$ cat src/rtl/trace_record_buffer_if.sv
// trace_record_buffer_if
// Groups the record input (formatter side) and the record stream output
// (sink side) of trace_record_buffer, plus its occupancy/drop status.
// master: the environment (formatter + sink); slave: the buffer itself.
interface trace_record_buffer_if #(
   parameter int AXIAddrWidth   = 64,
   parameter int TimestampWidth = 32,
   parameter int DepthLog2      = 4,
   parameter int DropCountWidth = 16
);

   logic [AXIAddrWidth-1:0]   in_addr;
   logic [TimestampWidth-1:0] in_timestamp;
   logic                      in_valid;

   logic [AXIAddrWidth-1:0]   out_addr;
   logic [TimestampWidth-1:0] out_timestamp;
   logic                      out_marker;
   logic                      out_valid;
   logic                      out_ready;

   logic [DepthLog2:0]        level;
   logic [DropCountWidth-1:0] drop_count;

   modport master (
      output in_addr, in_timestamp, in_valid, out_ready,
      input  out_addr, out_timestamp, out_marker, out_valid, level, drop_count
   );

   modport slave (
      input  in_addr, in_timestamp, in_valid, out_ready,
      output out_addr, out_timestamp, out_marker, out_valid, level, drop_count
   );

endinterface

$ cat src/rtl/trace_record_buffer.sv
// trace_record_buffer
// Absorbs AW trace records (address + timestamp) arriving as single-cycle
// pulses with no backpressure and presents them as a first-word-fall-through
// valid/ready stream. Records arriving while the FIFO is full (and no pop is
// freeing a slot) are dropped and counted in a saturating drop counter.
//
// Optional feature, enabled by defining TRACE_BUF_DROP_MARKER_EN:
// after a drop, a marker record (out_marker=1, addr=0, timestamp=number of
// records dropped since the previous marker) is inserted into the stream on
// the first cycle with no incoming record and a free slot. Without the macro,
// out_marker is tied low and no marker state exists.
module trace_record_buffer #(
   parameter int AXIAddrWidth   = 64,
   parameter int TimestampWidth = 32,
   parameter int DepthLog2      = 4,
   parameter int DropCountWidth = 16
) (
   input  logic                  clk,
   input  logic                  reset,
   trace_record_buffer_if.slave  bus
);

   localparam int                 Depth    = 1 << DepthLog2;
   localparam logic [DepthLog2:0] DepthLvl = (DepthLog2 + 1)'(Depth);
   localparam logic [DepthLog2:0] LvlOne   = (DepthLog2 + 1)'(1);
   localparam logic [DepthLog2-1:0] PtrOne = DepthLog2'(1);
   localparam logic [DropCountWidth-1:0] DropMax = {DropCountWidth{1'b1}};
   localparam logic [DropCountWidth-1:0] DropOne = DropCountWidth'(1);

   // Record storage; intentionally not reset, occupancy is tracked by level_r.
   logic [AXIAddrWidth-1:0]   addr_mem_r [Depth];
   logic [TimestampWidth-1:0] ts_mem_r   [Depth];

   logic [DepthLog2-1:0]      wr_ptr_r;
   logic [DepthLog2-1:0]      rd_ptr_r;
   logic [DepthLog2:0]        level_r;
   logic                      out_valid_r;
   logic [DropCountWidth-1:0] drop_count_r;

   logic                      pop_s;
   logic                      slot_free_s;
   logic                      push_s;
   logic                      drop_s;
   logic                      wr_en_s;
   logic [AXIAddrWidth-1:0]   wr_addr_s;
   logic [TimestampWidth-1:0] wr_ts_s;
   logic [DepthLog2:0]        level_nxt_s;

   // Handshake decode: a slot is usable if the FIFO is not full or the head leaves this cycle.
   always_comb begin
      pop_s       = out_valid_r & bus.out_ready;
      slot_free_s = (level_r != DepthLvl) | pop_s;
      push_s      = bus.in_valid & slot_free_s;
      drop_s      = bus.in_valid & ~slot_free_s;
   end

`ifdef TRACE_BUF_DROP_MARKER_EN

   localparam int MarkWidth = (DropCountWidth > TimestampWidth) ? DropCountWidth : TimestampWidth;

   typedef enum logic [0:0] {
      IDLE = 1'b0,
      OWED = 1'b1
   } marker_state_e;

   marker_state_e             state_r;
   marker_state_e             state_nxt_s;
   logic [DropCountWidth-1:0] interval_r;
   logic                      marker_wr_s;
   logic                      wr_marker_s;
   logic                      mk_mem_r [Depth];

   // Marker timestamp: interval count zero-extended, or all-ones if it does not fit.
   function automatic logic [TimestampWidth-1:0] marker_ts(input logic [DropCountWidth-1:0] cnt);
      logic [MarkWidth-1:0] wide;
      logic [MarkWidth-1:0] lim;
      wide = MarkWidth'(cnt);
      lim  = MarkWidth'({TimestampWidth{1'b1}});
      if (wide > lim) begin
         marker_ts = {TimestampWidth{1'b1}};
      end else begin
         marker_ts = TimestampWidth'(wide);
      end
   endfunction

   // Marker FSM state register.
   always_ff @(posedge clk) begin
      if (reset) begin
         state_r <= IDLE;
      end else begin
         state_r <= state_nxt_s;
      end
   end

   // Marker FSM next state: owe a marker after any drop, emit it on an idle input cycle with a free slot.
   always_comb begin
      state_nxt_s = state_r;
      marker_wr_s = 1'b0;
      case (state_r)
         IDLE: begin
            if (drop_s) begin
               state_nxt_s = OWED;
            end else begin
               state_nxt_s = IDLE;
            end
         end
         OWED: begin
            if (!bus.in_valid && slot_free_s) begin
               marker_wr_s = 1'b1;
               state_nxt_s = IDLE;
            end else begin
               state_nxt_s = OWED;
            end
         end
         default: begin
            state_nxt_s = IDLE;
         end
      endcase
   end

   // Drops since the last marker, saturating; cleared when the marker is written.
   always_ff @(posedge clk) begin
      if (reset) begin
         interval_r <= {DropCountWidth{1'b0}};
      end else if (marker_wr_s) begin
         interval_r <= {DropCountWidth{1'b0}};
      end else if (drop_s && (interval_r != DropMax)) begin
         interval_r <= interval_r + DropOne;
      end
   end

   // Write-data select: real record, or the pending marker when no record arrives.
   always_comb begin
      wr_en_s = push_s | marker_wr_s;
      if (marker_wr_s) begin
         wr_addr_s   = {AXIAddrWidth{1'b0}};
         wr_ts_s     = marker_ts(interval_r);
         wr_marker_s = 1'b1;
      end else begin
         wr_addr_s   = bus.in_addr;
         wr_ts_s     = bus.in_timestamp;
         wr_marker_s = 1'b0;
      end
   end

   // Per-entry marker flag storage.
   always_ff @(posedge clk) begin
      if (wr_en_s) begin
         mk_mem_r[wr_ptr_r] <= wr_marker_s;
      end
   end

   assign bus.out_marker = mk_mem_r[rd_ptr_r];

`else

   // Write-data select: only real records enter the FIFO.
   always_comb begin
      wr_en_s   = push_s;
      wr_addr_s = bus.in_addr;
      wr_ts_s   = bus.in_timestamp;
   end

   assign bus.out_marker = 1'b0;

`endif

   // Record storage write at the tail.
   always_ff @(posedge clk) begin
      if (wr_en_s) begin
         addr_mem_r[wr_ptr_r] <= wr_addr_s;
         ts_mem_r[wr_ptr_r]   <= wr_ts_s;
      end
   end

   // Next occupancy: push and pop together leave the level unchanged.
   always_comb begin
      case ({wr_en_s, pop_s})
         2'b10:   level_nxt_s = level_r + LvlOne;
         2'b01:   level_nxt_s = level_r - LvlOne;
         default: level_nxt_s = level_r;
      endcase
   end

   // Pointers, level and registered out_valid; pointers wrap modulo depth.
   always_ff @(posedge clk) begin
      if (reset) begin
         wr_ptr_r    <= {DepthLog2{1'b0}};
         rd_ptr_r    <= {DepthLog2{1'b0}};
         level_r     <= {(DepthLog2 + 1){1'b0}};
         out_valid_r <= 1'b0;
      end else begin
         if (wr_en_s) begin
            wr_ptr_r <= wr_ptr_r + PtrOne;
         end
         if (pop_s) begin
            rd_ptr_r <= rd_ptr_r + PtrOne;
         end
         level_r     <= level_nxt_s;
         out_valid_r <= (level_nxt_s != {(DepthLog2 + 1){1'b0}});
      end
   end

   // Cumulative drop counter, holding at all-ones.
   always_ff @(posedge clk) begin
      if (reset) begin
         drop_count_r <= {DropCountWidth{1'b0}};
      end else if (drop_s && (drop_count_r != DropMax)) begin
         drop_count_r <= drop_count_r + DropOne;
      end
   end

   assign bus.out_addr      = addr_mem_r[rd_ptr_r];
   assign bus.out_timestamp = ts_mem_r[rd_ptr_r];
   assign bus.out_valid     = out_valid_r;
   assign bus.level         = level_r;
   assign bus.drop_count    = drop_count_r;

endmodule
$ cat src/flat_wrapper.sv
// flat-port wrapper written by rule: the top's interface ports become plain ports
module trace_record_buffer_flat 
#(
   parameter int AXIAddrWidth   = 64,
   parameter int TimestampWidth = 32,
   parameter int DepthLog2      = 4,
   parameter int DropCountWidth = 16
)
  (clk, reset, bus_in_addr, bus_in_timestamp, bus_in_valid, bus_out_ready, bus_out_addr, bus_out_timestamp, bus_out_marker, bus_out_valid, bus_level, bus_drop_count);
  trace_record_buffer_if #(.AXIAddrWidth(AXIAddrWidth), .TimestampWidth(TimestampWidth), .DepthLog2(DepthLog2), .DropCountWidth(DropCountWidth)) bus_i ();
  input  logic clk;
  input  logic reset;
  input wire logic [$bits(bus_i.in_addr)-1:0] bus_in_addr;
  input wire logic [$bits(bus_i.in_timestamp)-1:0] bus_in_timestamp;
  input wire logic [$bits(bus_i.in_valid)-1:0] bus_in_valid;
  input wire logic [$bits(bus_i.out_ready)-1:0] bus_out_ready;
  output wire logic [$bits(bus_i.out_addr)-1:0] bus_out_addr;
  output wire logic [$bits(bus_i.out_timestamp)-1:0] bus_out_timestamp;
  output wire logic [$bits(bus_i.out_marker)-1:0] bus_out_marker;
  output wire logic [$bits(bus_i.out_valid)-1:0] bus_out_valid;
  output wire logic [$bits(bus_i.level)-1:0] bus_level;
  output wire logic [$bits(bus_i.drop_count)-1:0] bus_drop_count;
  assign bus_i.in_addr = bus_in_addr;
  assign bus_i.in_timestamp = bus_in_timestamp;
  assign bus_i.in_valid = bus_in_valid;
  assign bus_i.out_ready = bus_out_ready;
  assign bus_out_addr = bus_i.out_addr;
  assign bus_out_timestamp = bus_i.out_timestamp;
  assign bus_out_marker = bus_i.out_marker;
  assign bus_out_valid = bus_i.out_valid;
  assign bus_level = bus_i.level;
  assign bus_drop_count = bus_i.drop_count;
  trace_record_buffer #(.AXIAddrWidth(AXIAddrWidth), .TimestampWidth(TimestampWidth), .DepthLog2(DepthLog2), .DropCountWidth(DropCountWidth)) u_core (.clk(clk), .reset(reset), .bus(bus_i));
endmodule
$ cat config.mk
export PLATFORM = sky130hd
export DESIGN_NAME = trace_record_buffer_flat
export DESIGN_NICKNAME = d
export VERILOG_FILES = /design/src/rtl/trace_record_buffer_if.sv /design/src/rtl/trace_record_buffer.sv /design/src/flat_wrapper.sv
export SDC_FILE = /design/constraint.sdc
export NUM_CORES = 1
export LEC_CHECK = 0
export BUFFER_PORTS_ARGS = -buffer_cell sky130_fd_sc_hd__clkbuf_2
export CORE_ASPECT_RATIO = 0.8
export CORE_MARGIN = 3
export CORE_UTILIZATION = 45
export CTS_BUF_LIST = sky130_fd_sc_hd__clkbuf_4
export DETAILED_ROUTE_END_ITERATION = 10
export SETUP_SLACK_MARGIN = 0.3
export SYNTH_ARGS = -nofsm -noshare
export SYNTH_HDL_FRONTEND = slang
export SYNTH_SLANG_ARGS = --single-unit
$ cat constraint.sdc
create_clock -name clk -period 24.6 [get_ports clk]
set_clock_uncertainty 0.15 [all_clocks]
set_input_delay 4.92 -clock clk [delete_from_list [all_inputs] [get_ports clk]]
set_output_delay 4.92 -clock clk [all_outputs]
set_load 0.01 [all_outputs]
Yosys cells after proc, flatten, opt, wreduce, memory -nomap -nowiden
Memories as Yosys holds them, arrays and structs flattened. A register that Yosys moved wholly into a read port is not among the register bits.
Index checks and enable logic that the tools add are counted.
Widths: inputs -> output; s select.
{"block": "totals", "register_bits": 30, "latch_bits": 0, "ramBits": 1536, "rom_bits": 0, "output_inout_bits": 119, "memories": 2}
{"block": "classes", "addsub": 5, "n_mul": 0, "div_mod_pow": 0, "n_lt_le_gt_ge": 0, "eq_ne": 4, "n_shift": 0, "n_mux": 7, "n_bitwise": 5, "reduce_logical": 2}
{"name": "u_core.addr_mem_r", "words": 16, "width": 64, "rd": 1, "rd_clocked_by_memory_dff": 1, "wr": 1, "line_no": "trace_record_buffer.sv:31", "text": "logic [AXIAddrWidth-1:0] addr_mem_r [Depth];"}
{"name": "u_core.ts_mem_r", "words": 16, "width": 32, "rd": 1, "rd_clocked_by_memory_dff": 1, "wr": 1, "line_no": "trace_record_buffer.sv:32", "text": "logic [TimestampWidth-1:0] ts_mem_r [Depth];"}
{"op": "$add 16x1->16 const B", "n": 1}
{"op": "$mux 4", "n": 4}
{"op": "$ne 16x16->1 const B", "n": 1}
{"op": "$pmux 5 s2", "n": 1}
{"op": "$add 4x1->4 const B", "n": 2}
{"op": "$add 5x1->5 const B", "n": 1}
{"op": "$ne 5x5->1 const B", "n": 1}
{"op": "$reduce_bool 5->1", "n": 1}
{"op": "$sub 5x1->5 const B", "n": 1}
{"op": "$and 1x1->1", "n": 3}
{"op": "$eq 2x1->1 const B", "n": 1}
{"op": "$eq 2x2->1 const B", "n": 1}
{"op": "$mux 1", "n": 2}
{"op": "$logic_and 1x1->1", "n": 1}
{"op": "$not 1->1", "n": 1}
{"op": "$or 1x1->1", "n": 1}

Logic depth before layout (Yosys ltp)
{"block": "logic_depth", "ltp_word": 6, "mapped_depth": 8, "ltp_nobuf": 8}

Least setup slack after synthesis
OpenSTA, ideal clock, no wires.
{"block": "synth_timing", "path_kind": "input to register", "from": "input port bus_out_ready", "to": "memory u_core.addr_mem_r[3][0] (enable)", "arrival_time_ps": 12282, "t_required_ps": 23781, "slack_ps": 11499, "cell_stages": 4, "path_cell_list": "nand2_1 a31oi_1 nand2_1 nor3_1"}
{"block": "synth_via", "elab_chain_cells": 5}
{"item": "from (decl)", "line_no": "flat_wrapper.sv:16", "text": "input wire logic [$bits(bus_i.out_ready)-1:0] bus_out_ready;"}
{"item": "$and 1x1->1", "line_no": "trace_record_buffer.sv:51", "text": "pop_s = out_valid_r & bus.out_ready;"}
{"item": "$or 1x1->1", "line_no": "trace_record_buffer.sv:52", "text": "slot_free_s = (level_r != DepthLvl) | pop_s;"}
{"item": "$and 1x1->1", "line_no": "trace_record_buffer.sv:53", "text": "push_s = bus.in_valid & slot_free_s;"}
{"item": "$mux 1", "line_no": "trace_record_buffer.sv:170", "text": "if (wr_en_s) begin"}
{"item": "$mux 1 (not written as such)", "line_no": "trace_record_buffer.sv:171", "text": "addr_mem_r[wr_ptr_r] <= wr_addr_s;"}
{"item": "to (decl)", "line_no": "trace_record_buffer.sv:31"}
Every way passes these cells.

==> qor.csv <==
metric,value,unit
status,finished clean,
finalWeightedCongestion,0.725,
syn_to_final_growth,13.5,%
hp-start,u_core.rd_ptr_r[3]$_SDFFE_PP0N_,
syn_area_per_cell,25.5,µm²
cts_resized,0,
die_h,331,µm
clockRootBuffer,clkbuf_4,
synth_ff_type,edfxtp_1,
dieArea,136000,µm²
power_density,84.7,nW/µm²
synth_edf_count,1536,
numCtsBuffers,394,
slew_headroom,0.220,
hp-class,flop to flop,
post_route_cells_drive_above_1_share,0.433,
clkLatencyLatePin,1.23,ns
timing.fmax,90.3,MHz
syn_inst,2321,
die_w,412,µm
fin_crit,11.08,ns
cts_tree,built,
wire_per_inst,27.3,µm
grt_pass1_vias,30000,
clkTransAtPathRegs,0.07,ns
maxCapViolations,0,
dp_hpwl,65.1,mm
grt_pass1_wl,197,mm
fin_crit_sh,0.450,
placed_cells,4217,
clockBufferDepth,4,
final_common_cell,edfxtp_1,
peakVddDrop,0.0000447,V
syn-num-nets,2431,
nNetsFinal,2983,
critPathMaxFanout,45,
required,19.53,ns
drv_slew,0,
antenna_found_initial,16,
hold_slack,0.354,ns
post_cts_buffers,0,
endpoint_kind,primary output,
arrival,6.01,ns
setup_slack,13.52,ns
port_buffers,217,
fp.coreArea,130000,µm²
drc,0,
layout_common_cells,"edfxtp_1, clkbuf_4, mux4_2",
yosys_warnings,0,
grt_max_degree,166,
firstDrtPassIters,5,
dp_slack,14.50,ns
seq_area_frac_synth,0.790,
ys_types,41,
hold_viol,0,
ant_nets,0,
h-tree-depth,5,
drt-total-wl,134,mm
grt_setup_unrepaired,false,
overflow,0,
first_iter_violations,2660,
via_count,27300,
stdcell_count,4904,
ys_async_sr_fraction,0,
ys_seq_elements,1570,
initial_core_util,0.456,
fin_setup_tns,0,ns
critPathKind,flop to primary output,
viasPerCell,5.57,
hold_buffers,0,
setup_viol,0,
num_io_pins,219,
cts.sink_count,1570,
std_cell_rows,118,
tightestPinTransition,1.17,ns
critPathLaunchType,flop,
crit-reg2reg-launch,u_core.bus.out_valid$_SDFF_PP0_,
track_usage,0.200,
p_leak,21.1,nW
syn_area,59300,µm²
## power by group
part | leakage [nW] | switching, mW | total, mW | internal (mW)
registers | 14.2 | 0.0264 | 3.01 | 2.99
logic | 4.06 | 0.300 | 0.597 | 0.297
clock network | 2.87 | 0.990 | 2.08 | 1.09
## metrics by stage
step / util / total power [mW] / instance area (µm²)
after detailed placement: 0.480 / 3.69 / 62500
after floorplan: - / 3.50 / 59300
after global placement: 0.480 / 3.67 / 62500
after global routing: 0.517 / 5.96 / 67300
after CTS: 0.517 / 5.79 / 67200
final: 0.517 / 5.70 / 67300
## per-layer routing
metal	up-vias	wire, µm	global-route usage
met5	-	74	0
li1	11500	-	-
met1	14600	52900	0.252
met4	12	3250	0.0796
met2	926	69500	0.338
met3	209	8170	0.0480
## area by class of cell
class / instances / area, µm²
fillers: 10200 / 62800
flip-flops and latches: 1570 / 46800
multi-input cells: 632 / 11900
clock buffers: 566 / 4250
well taps: 1740 / 2180
repair buffers: 271 / 1520
clock inverters: 111 / 544
diodes: 10 / 25.0
inverters: 4 / 15.0
## critical path, cell delays in order (launching register included)
cell	delay, ns
dfxtp_4	0.96
buf_4	0.76
buf_4	0.79
buf_4	0.80
mux4_2	0.60
mux4_2	0.53
clkbuf_2	0.16
## state kept, by name, indices dropped and copies added, names as in the netlist, named ones only
| register | count |
|---|---|
| u_core.addr_mem_r | 1024 |
| u_core.bus.drop_count | 16 |
| u_core.bus.level | 5 |
| u_core.bus.out_valid | 1 |
| u_core.rd_ptr_r | 4 |
| u_core.ts_mem_r | 512 |
| u_core.wr_ptr_r | 4 |
## synth_stat cells, drive strengths merged (2+ instances only)
| cell type | instances | area (µm²) |
|---|---|---|
| nand4 | 7 | 43.8 |
| nor4b | 3 | 38.8 |
| clkbuf | 52 | 195 |
| nor2 | 40 | 150 |
| nand2 | 14 | 52.6 |
| inv | 4 | 15.0 |
| a21o | 4 | 30.0 |
| mux4 | 480 | 10800 |
| edfxtp | 1536 | 46100 |
| a21oi | 6 | 33.8 |
| xor2 | 6 | 52.6 |
| a211oi | 2 | 15.0 |
| buf | 63 | 449 |
| or3 | 3 | 18.8 |
| o21ai | 2 | 10.0 |
| dfxtp | 34 | 681 |
| nor3 | 11 | 55.1 |
| xnor2 | 16 | 140 |
| nor4 | 6 | 73.8 |
| nand2b | 3 | 18.8 |
| mux2i | 4 | 40.0 |
| nand3 | 5 | 25.0 |
| ha | 9 | 113 |
## cells by family after synthesis
| family | share of synthesized area |
|---|---|
| mux | 0.183 |
| other cells | 0.0000633 |
| simple gates | 0.00853 |
| flops | 0.790 |
| compound gates | 0.00215 |
| xor+xnor | 0.00325 |
| fa+ha+maj | 0.00224 |
| buf+inv | 0.0111 |
## path summary, 6_finish.rpt
path	cells after the start	end	slack (ns)
max	6	bus_out_timestamp[5]	13.52
min	2	flop	0.35
max reg2reg	5	u_core.ts_mem_r[7][10]$_DFFE_PP_	20.30
min reg2reg	2	flop	0.35
No activity file was read; power rests on OpenSTA's default activity.
